<file path="config.mk">
export PLATFORM = sky130hd
export DESIGN_NAME = bsg_fsb_node_ls_ctrl
export DESIGN_NICKNAME = d
export VERILOG_FILES = /design/src/rtl/bsg_fsb_pkg.sv /design/src/rtl/bsg_fsb_ls_ctrl_quiet_cnt.sv /design/src/rtl/bsg_fsb_node_ls_ctrl.sv
export SDC_FILE = /design/constraint.sdc
export NUM_CORES = 1
export LEC_CHECK = 0
export ABC_CLOCK_PERIOD_IN_PS = 2180
export CAP_MARGIN = 20
export CORE_MARGIN = 1
export CORE_UTILIZATION = 52
export CTS_BUF_LIST = sky130_fd_sc_hd__clkbuf_8
export CTS_CLUSTER_SIZE = 30
export DETAILED_ROUTE_END_ITERATION = 6
export PLACE_DENSITY = 0.78
export SYNTH_ARGS = -nofsm -noshare
export SYNTH_HDL_FRONTEND = slang
export SYNTH_SLANG_ARGS = --single-unit
</file>
<file path="constraint.sdc">
create_clock -name clk_i -period 2.18 [get_ports clk_i]
set_input_delay 0.218 -clock clk_i [delete_from_list [all_inputs] [get_ports clk_i]]
set_output_delay 0.218 -clock clk_i [all_outputs]
set_load 0.03 [all_outputs]
</file>
<file path="src/rtl/bsg_fsb_pkg.sv">
// Shared types for the FSB node level-shift power sequencer.
// The state encoding is fixed so the state register width is known to every user.
package bsg_fsb_pkg;

  localparam int unsigned bsg_fsb_ls_ctrl_state_width_lp = 3;

  typedef enum logic [bsg_fsb_ls_ctrl_state_width_lp-1:0] {
    OFF      = 3'd0,
    PWR_UP   = 3'd1,
    RST_HOLD = 3'd2,
    ON       = 3'd3,
    DRAIN    = 3'd4,
    ISOLATE  = 3'd5
  } bsg_fsb_ls_ctrl_state_e;

  function automatic int unsigned bsg_fsb_max(input int unsigned a, input int unsigned b);
    return (a > b) ? a : b;
  endfunction

endpackage

</file>
<file path="src/rtl/bsg_fsb_ls_ctrl_quiet_cnt.sv">
// Saturating counter with synchronous clear (clear wins over increment).
// Holds at max_p instead of wrapping.
module bsg_fsb_ls_ctrl_quiet_cnt
  import bsg_fsb_pkg::*;
#(
  parameter int unsigned max_p = 16,
  localparam int unsigned width_lp = $clog2(max_p + 1)
) (
  input  logic                clk_i,
  input  logic                reset_i,
  input  logic                clear_i,
  input  logic                incr_i,
  output logic [width_lp-1:0] count_o
);

  logic [width_lp-1:0] count_d, count_q;

  always_comb begin
    count_d = count_q;
    if (clear_i) begin
      count_d = '0;
    end else if (incr_i && (count_q != width_lp'(max_p))) begin
      count_d = count_q + 1'b1;
    end
  end

  always_ff @(posedge clk_i) begin
    if (reset_i) begin
      count_q <= '0;
    end else begin
      count_q <= count_d;
    end
  end

  assign count_o = count_q;

endmodule

</file>
<file path="src/rtl/bsg_fsb_node_ls_ctrl.sv">
// Power/isolation sequencer for one switchable FSB node: orders power, level-shift
// enable and node reset, and drains in-flight traffic before clamping and powering down.
module bsg_fsb_node_ls_ctrl
  import bsg_fsb_pkg::*;
#(
  parameter int unsigned reset_cycles_p  = 16,
  parameter int unsigned quiet_cycles_p  = 4,
  parameter int unsigned drain_timeout_p = 256
) (
  input  logic clk_i,
  input  logic reset_i,
  input  logic pwr_on_req_i,
  input  logic pwr_good_i,
  input  logic fsb_v_o_i,
  input  logic node_v_o_i,
  output logic pwr_en_o,
  output logic en_ls_o,
  output logic node_reset_o,
  output logic block_o,
  output logic on_o,
  output logic timeout_o,
  output logic fault_o
);

  // One counter is shared between the reset hold and the quiet streak.
  localparam int unsigned hold_max_lp = bsg_fsb_max(reset_cycles_p, quiet_cycles_p);
  localparam int unsigned hold_w_lp   = $clog2(hold_max_lp + 1);
  localparam int unsigned tmo_w_lp    = $clog2(drain_timeout_p + 1);

  bsg_fsb_ls_ctrl_state_e state_d, state_q;
  logic timeout_d, timeout_q;
  logic fault_d, fault_q;

  logic                 hold_clear, hold_incr, hold_busy;
  logic                 tmo_clear, tmo_incr;
  logic [hold_w_lp-1:0] hold_cnt;
  logic [tmo_w_lp-1:0]  tmo_cnt;
  logic                 idle, quiet_done, tmo_done, rst_done;

  assign idle       = !fsb_v_o_i && !node_v_o_i;
  assign quiet_done = idle && (hold_cnt == hold_w_lp'(quiet_cycles_p - 1));
  assign tmo_done   = (tmo_cnt == tmo_w_lp'(drain_timeout_p - 1));
  assign rst_done   = (hold_cnt == hold_w_lp'(reset_cycles_p - 1));

  always_comb begin
    state_d   = state_q;
    timeout_d = 1'b0;
    fault_d   = fault_q;
    hold_incr = 1'b0;
    hold_busy = 1'b0;
    tmo_incr  = 1'b0;
    unique case (state_q)
      OFF: begin
        if (pwr_on_req_i) state_d = PWR_UP;
      end
      PWR_UP: begin
        if (!pwr_on_req_i) state_d = OFF;
        else if (pwr_good_i) state_d = RST_HOLD;
      end
      RST_HOLD: begin
        if (!pwr_on_req_i || !pwr_good_i) state_d = ISOLATE;
        else if (rst_done) state_d = ON;
        else hold_incr = 1'b1;
      end
      ON: begin
        if (!pwr_good_i) begin
          state_d = ISOLATE;
          fault_d = 1'b1;
        end else if (!pwr_on_req_i) begin
          state_d = DRAIN;
        end
      end
      DRAIN: begin
        // A returning request is ignored here: once draining starts the node goes down.
        tmo_incr  = 1'b1;
        hold_incr = idle;
        hold_busy = !idle;
        if (!pwr_good_i) begin
          state_d = ISOLATE;
          fault_d = 1'b1;
        end else if (quiet_done) begin
          state_d = ISOLATE;
        end else if (tmo_done) begin
          state_d   = ISOLATE;
          timeout_d = 1'b1;
        end
      end
      ISOLATE: begin
        state_d = OFF;
      end
      default: begin
        state_d = OFF;
      end
    endcase
  end

  assign hold_clear = (state_d != state_q) || hold_busy;
  assign tmo_clear  = (state_d != state_q);

  always_ff @(posedge clk_i) begin
    if (reset_i) begin
      state_q   <= OFF;
      timeout_q <= 1'b0;
      fault_q   <= 1'b0;
    end else begin
      state_q   <= state_d;
      timeout_q <= timeout_d;
      fault_q   <= fault_d;
    end
  end

  bsg_fsb_ls_ctrl_quiet_cnt #(.max_p(hold_max_lp)) hold_cnt_inst (
    .clk_i   (clk_i),
    .reset_i (reset_i),
    .clear_i (hold_clear),
    .incr_i  (hold_incr),
    .count_o (hold_cnt)
  );

  bsg_fsb_ls_ctrl_quiet_cnt #(.max_p(drain_timeout_p)) tmo_cnt_inst (
    .clk_i   (clk_i),
    .reset_i (reset_i),
    .clear_i (tmo_clear),
    .incr_i  (tmo_incr),
    .count_o (tmo_cnt)
  );

  // Clamp is raised only while powered and lowered a full cycle before power goes.
  always_comb begin
    pwr_en_o     = (state_q != OFF);
    en_ls_o      = (state_q == RST_HOLD) || (state_q == ON) || (state_q == DRAIN);
    node_reset_o = !((state_q == ON) || (state_q == DRAIN));
    block_o      = (state_q != ON);
    on_o         = (state_q == ON);
    timeout_o    = timeout_q;
    fault_o      = fault_q;
  end

  a_ls_needs_pwr: assert property (@(posedge clk_i) disable iff (reset_i)
    en_ls_o |-> pwr_en_o);
  a_run_needs_ls: assert property (@(posedge clk_i) disable iff (reset_i)
    !node_reset_o |-> en_ls_o);
  a_no_joint_fall: assert property (@(posedge clk_i) disable iff (reset_i)
    (($past(reset_i) === 1'b0) && $fell(en_ls_o)) |-> !$fell(pwr_en_o));

endmodule

</file>
==> flow_summary.ini, run 1 <==
[logic_synthesis]
avgSynthCellArea_um2 = 8.51
ys_types = 43
syn_nets = 145
netlist_instances = 133
syn-cell-area_um2 = 1130
async_reset_ff_share_pct = 0
yosys_register_bits = 19
synth-adder-area-share_pct = 6.63
ys.flop_type = dfxtp_1
synth_compound_area_share_pct = 18.9
yosysSeqAreaShare_pct = 33.6
yosys.area_share.xor_xnor_pct = 5.41
yosysWarnings = 0
yosys-mux-area-fraction_pct = 1.77
synth_top_family_by_area = simple AND/OR/NAND/NOR gates
synth_edf_count = 0
synth-simple-area-share_pct = 26.5

[min_path]
hold_path.class = register to register

[clock_network]
htreeDepth = 1
cts_max_path_buffers = 2
cts_made_buffers = 3
root_buffer = clkbuf_8
clk_pin_slew_ns = 0.07
worstSkewPairLatency_ns = 0.26
cts_sinks = 19
holdBufCountCts = 0
cts_tree = done

[sta]
max_slew_margin_pct = 55.2
worst_slew_pin_slew_ns = 0.663
setup_violations = 0
min_period_over_period_pct = 96.9
hold_violations = 0
timing.final.crit_period_ns = 2.11
hold_ws_ns = 0.483
max_freq_mhz = 474
finalMaxSlewViolations = 0
finalClockSkew_ns = 0.00421

[critical_path]
critPathMostFrequentCell = ha_2
critPathMaxFanout = 5
crit_path_max_incr_delay_ns = 0.48
worst_setup_path_end_kind = register
worst-setup-path-type = register to register
reg2reg_slack_ns = 0.07
worstPathCellList = ha_2 > and3_4 > ha_2 > or3b_4 > o2bb2a_4 > or4_4 > a21oi_2
crit_slowest_cell = or4_4
worstPathRequired_ns = 2.37
worstPathArrival_ns = 2.31
start_kind = register

[global_routing]
grt_pass1_wl_um = 4470
grt_max_degree = 12
first_global_vias = 991
grt_antenna_before_repair = 0
grt.overflow.total = 0
track_usage_pct = 24.3

[drt]
post-route-drc-count = 0
routed_wl_um = 2580
drtPass1Iterations = 4
avgViaCountPerCell = 5.72
wire_per_inst_um = 14.4
vias = 1024
ant_nets = 0
drt_first_iter_violations = 19

[floorplanning]
die_w_um = 48.7
core_um2 = 2000
initial_core_util_pct = 56.6
io_pins = 13
die-area_um2 = 2370
fp.dieH_um = 48.7
row_count = 16

[placed_design]
port_buffers = 12
place_inst = 173
gp_congestion = 0.873
hpwl_um = 1820

[pwr]
p_int_uw = 511
power.total_uw = 676
total_leakage_power_uw = 0.000466
power.switching_uw = 165
comb_power_share_pct = 10.8
clock_power_share_pct = 36.5
seq_power_share_pct = 52.8
cellPowerDensity_nw_per_um2 = 486
p_sw_share_pct = 24.4
peakVddDrop_mv = 0.323

[cells_and_area]
drive_above_1_share_pct = 18.4
nNetsFinal = 165
finalNonFillerCells = 179
syn_to_final_growth_pct = 22.8
antenna-diode-count = 0

[run_status]
outcome = completed

[job]
maxCapViolCount = 0
[cells by family (layout without fill, tap and decap cells)]
family                   Yosys count  in the layout
AND/OR/NAND/NOR                   53             53
AO/OA/AOI/OAI                     28             28
flip-flops                        19             19
buffers and inverters             18             37
XOR/XNOR                           7              7
adder cells (fa/ha/maj)            6              6
multiplexers                       2              2
[cells in the final DEF, fill, tap and decap left out, types with 3 or more instances in the layout]
master           synthesis  final
buf_4                    1      8
xnor2_1                  6      6
clkdlybuf4s50_1          0     11
ha_1                     6      4
dfxtp_1                 19     17
nand2b_1                 3      3
nand2_1                  5      5
nand3_1                  6      6
nor2_1                  17     17
a21oi_1                  9      9
clkbuf_8                 0      3
nor3_1                   4      4
o21ai_0                  6      6
inv_1                   13     13
[flip-flops by register name (all words and copies together) (netlist names)]
name	count
timeout_o	1
state_q	3
fault_o	1
tmo_cnt_inst.count_o	9
hold_cnt_inst.count_o	5
[power groups by stage]
stage / combinational [µW] / clock (µW) / sequential (µW)
2_1_floorplan: 47.3 / 0 / 360
3_3_place_gp: 67.7 / 0 / 364
3_5_place_dp: 68.8 / 0 / 364
4_1_cts: 69.4 / 252 / 356
5_1_grt: 78.8 / 269 / 358
6_report: 72.7 / 247 / 357
[worst paths after layout]
check,from,end,cells past startpoint
hold / removal,fault_o,fault_o,2
setup reg to reg,hold_cnt_inst.count_o[0],hold_cnt_inst.count_o[2],7
setup / recovery,hold_cnt_inst.count_o[0],hold_cnt_inst.count_o[2],7
hold reg to reg,fault_o,fault_o,2
[metrics by stage]
step / cell area, µm² / worst slack (ns) / setup TNS (ns) / utilization (%)
finish: 1390 / 0.0682 / 0 / 69.4
global route: 1390 / -0.00939 / -0.00939 / 69.4
CTS: 1360 / 0.0284 / 0 / 67.8
detailed placement: 1300 / -0.00155 / -0.00155 / 64.9
global placement: 1300 / 0.0401 / 0 / 64.9
floorplan: 1130 / 0.0446 / 0 / -
[final cells by class]
| class | count | area, µm² |
|---|---|---|
| clock inverter | 1 | 5.00 |
| sequential | 19 | 383 |
| clock buffer | 3 | 41.3 |
| inverter | 13 | 48.8 |
| timing repair buffer | 20 | 179 |
| fill | 169 | 612 |
| multi-input combinational | 96 | 699 |
| tap | 27 | 33.8 |
[synth_stat cells (all sizes together) (2+ instances only)]
| library cell | instances | area (µm²) |
|---|---|---|
| or3 | 2 | 12.5 |
| mux2i | 2 | 20.0 |
| clkbuf | 2 | 8.75 |
| a211oi | 2 | 15.0 |
| nand2 | 5 | 18.8 |
| o21ai | 6 | 30.0 |
| or3b | 2 | 20.0 |
| ha | 6 | 75.1 |
| nand3b | 2 | 15.0 |
| dfxtp | 19 | 380 |
| nor3 | 4 | 20.0 |
| nor2 | 17 | 63.8 |
| a211o | 2 | 17.5 |
| xnor2 | 6 | 52.6 |
| nand3 | 6 | 30.0 |
| nand2b | 3 | 18.8 |
| buf | 3 | 23.8 |
| a21oi | 10 | 53.8 |
| nor4 | 2 | 18.8 |
| and3 | 3 | 18.8 |
| inv | 13 | 48.8 |
[routing by layer]
layer	routed length, µm	vias up	part of all wire (%)	global-route usage, %
li1	-	507	-	-
met1	1120	486	44	30.5
met2	1330	27	51	42.4
met3	100	4	3.9	3.77
met4	28	0	1.1	7.35
met5	0	-	0	0
[worst max-delay path, delay by kind of cell, from the launching register on]
kind,cells,cell delay (ns)
compound gates,2,0.34
fa+ha+maj,2,0.36
flops,1,0.32
simple gates,3,1.04
[repair_timing]
item	CTS	global route
setup endpoints to repair	2	2
setup buffers	1	1
resized for setup	3	5
pin swaps	1	2
(Power assumes the default switching activity.)
==> run 2, diff against run 1 <==
CORE_UTILIZATION = 45   (was 52)
CTS_CLUSTER_SIZE = 25   (was 30)
PLACE_DENSITY = 0.69   (was 0.78)
==> flow_summary.ini, run 2 (synthesis gave the netlist of run 1 again) <==
[run_status]
outcome = completed

[clock_network]
cts_tree = done
cts_max_path_buffers = 2
root_buffer = clkbuf_8
clk_pin_slew_ns = 0.07
cts_sinks = 19
cts_made_buffers = 3
holdBufCountCts = 0
htreeDepth = 1
worstSkewPairLatency_ns = 0.26

[floorplanning]
initial_core_util_pct = 49.3
fp.dieH_um = 52.2
io_pins = 13
row_count = 17
die_w_um = 52.2
die-area_um2 = 2720
core_um2 = 2300

[cells_and_area]
finalNonFillerCells = 181
syn_to_final_growth_pct = 23.0
fin_area_um2 = 1390
nFillCells = 210
drive_above_1_share_pct = 18.3
nNetsFinal = 166
antenna-diode-count = 0
final_cell_mix = nor2_1, dfxtp_1, inv_1
largest_reg_flops = 9

[sta]
timing.final.crit_period_ns = 2.14
max_slew_margin_pct = 63.8
setup_violations = 0
hold_ws_ns = 0.476
finalClockSkew_ns = 0.00299
worst_slew_pin_slew_ns = 0.537
max_freq_mhz = 468
min_period_over_period_pct = 98.1
hold_violations = 0
finalMaxSlewViolations = 0

[placed_design]
port_buffers = 12
place_inst = 177
placed_area_um2 = 1320
hpwl_um = 1730
gp_congestion = 0.808

[pwr]
power.switching_uw = 167
total_leakage_power_uw = 0.000468
power.total_uw = 680
comb_power_share_pct = 11.4
p_sw_share_pct = 24.6
cellPowerDensity_nw_per_um2 = 488
clock_power_share_pct = 36.5
p_int_uw = 513
seq_power_share_pct = 52.1
peakVddDrop_mv = 0.506

[critical_path]
worstPathRequired_ns = 2.37
worst-path-buf-inv = 0
crit_slowest_cell = or4_4
worstPathArrival_ns = 2.33
start_kind = register
cp_top_family = simple AND/OR/NAND/NOR gates
critPathMaxFanout = 7
worst_setup_path_end_kind = register
worst-setup-path-type = register to register
crit_path_max_incr_delay_ns = 0.48
worstPathCellList = ha_4 > and3_1 > ha_2 > or3b_4 > o2bb2a_4 > or4_4 > a21oi_2

[global_routing]
grt_pass1_wl_um = 4040
grt_max_degree = 12
grt_antenna_before_repair = 0
met2_usage_pct = 32.1
use_met3_pct = 2.05
first_global_vias = 946
grt_util_met1_pct = 26.0
track_usage_pct = 19.7
busiest_layer = met2
grt.overflow.total = 0

[drt]
drt_first_iter_violations = 20
vias = 996
ant_nets = 0
wire_per_inst_um = 13.4
avgViaCountPerCell = 5.50
post-route-drc-count = 0
drtPass1Iterations = 4
routed_wl_um = 2420

[min_path]
hold_path.class = register to register

[job]
maxCapViolCount = 0
[run 2: cell type report]
cell class	count	area (µm²)	share of cell area, %
multi-input combinational	96	692	49.7
sequential	19	383	27.5
timing repair buffer	21	188	13.5
inverter	13	48.8	3.50
clock buffer	3	41.3	2.96
tap	28	35.0	2.52
clock inverter	1	5.00	0.359
[run 2: power by group through the flow]
| stage | clock, µW | combinational [µW] | sequential (µW) |
|---|---|---|---|
| floorplan | 0 | 47.3 | 360 |
| global placement | 0 | 73.6 | 362 |
| detailed placement | 0 | 74.4 | 362 |
| CTS | 259 | 75.6 | 354 |
| global route | 270 | 83.4 | 354 |
| finish | 248 | 77.4 | 354 |
[run 2: metrics by stage]
step / utilization, % / setup slack (ns) / setup TNS, ns
4_1_cts: 59.7 / 0.00645 / 0
2_1_floorplan: - / 0.0446 / 0
3_3_place_gp: 57.6 / 0.0342 / 0
3_5_place_dp: 57.6 / -0.000617 / -0.000617
5_1_grt: 60.6 / -0.00109 / -0.00109
6_report: 60.6 / 0.0411 / 0
[run 2: routing by layer]
layer  up-vias  wire length [µm]
met5         -                 0
met4         0                25
met3         4                58
met2        18              1150
met1       462              1180
li1        512                 -
[run 2: repair_timing]
item	CTS	global route
pin swaps	0	2
buffers inserted	0	0
setup endpoints to repair	1	2
resized for setup	1	5
[run 2: path summary, 6_finish.rpt]
kind | from | endpoint | slack [ns] | depth (start not counted)
worst max-delay path | hold_cnt_inst.count_o[0] | hold_cnt_inst.count_o[2] | 0.04 | 7
worst min-delay path | fault_o | fault_o | 0.48 | 2
worst max register to register | hold_cnt_inst.count_o[0] | hold_cnt_inst.count_o[2] | 0.04 | 7
worst min register to register | fault_o | fault_o | 0.48 | 2
[run 2: tightest hold or removal path, cell delays in order (launching register included)]
cell	delay, ns
dfxtp_1	0.33
nor2_1	0.05
nor2_1	0.07
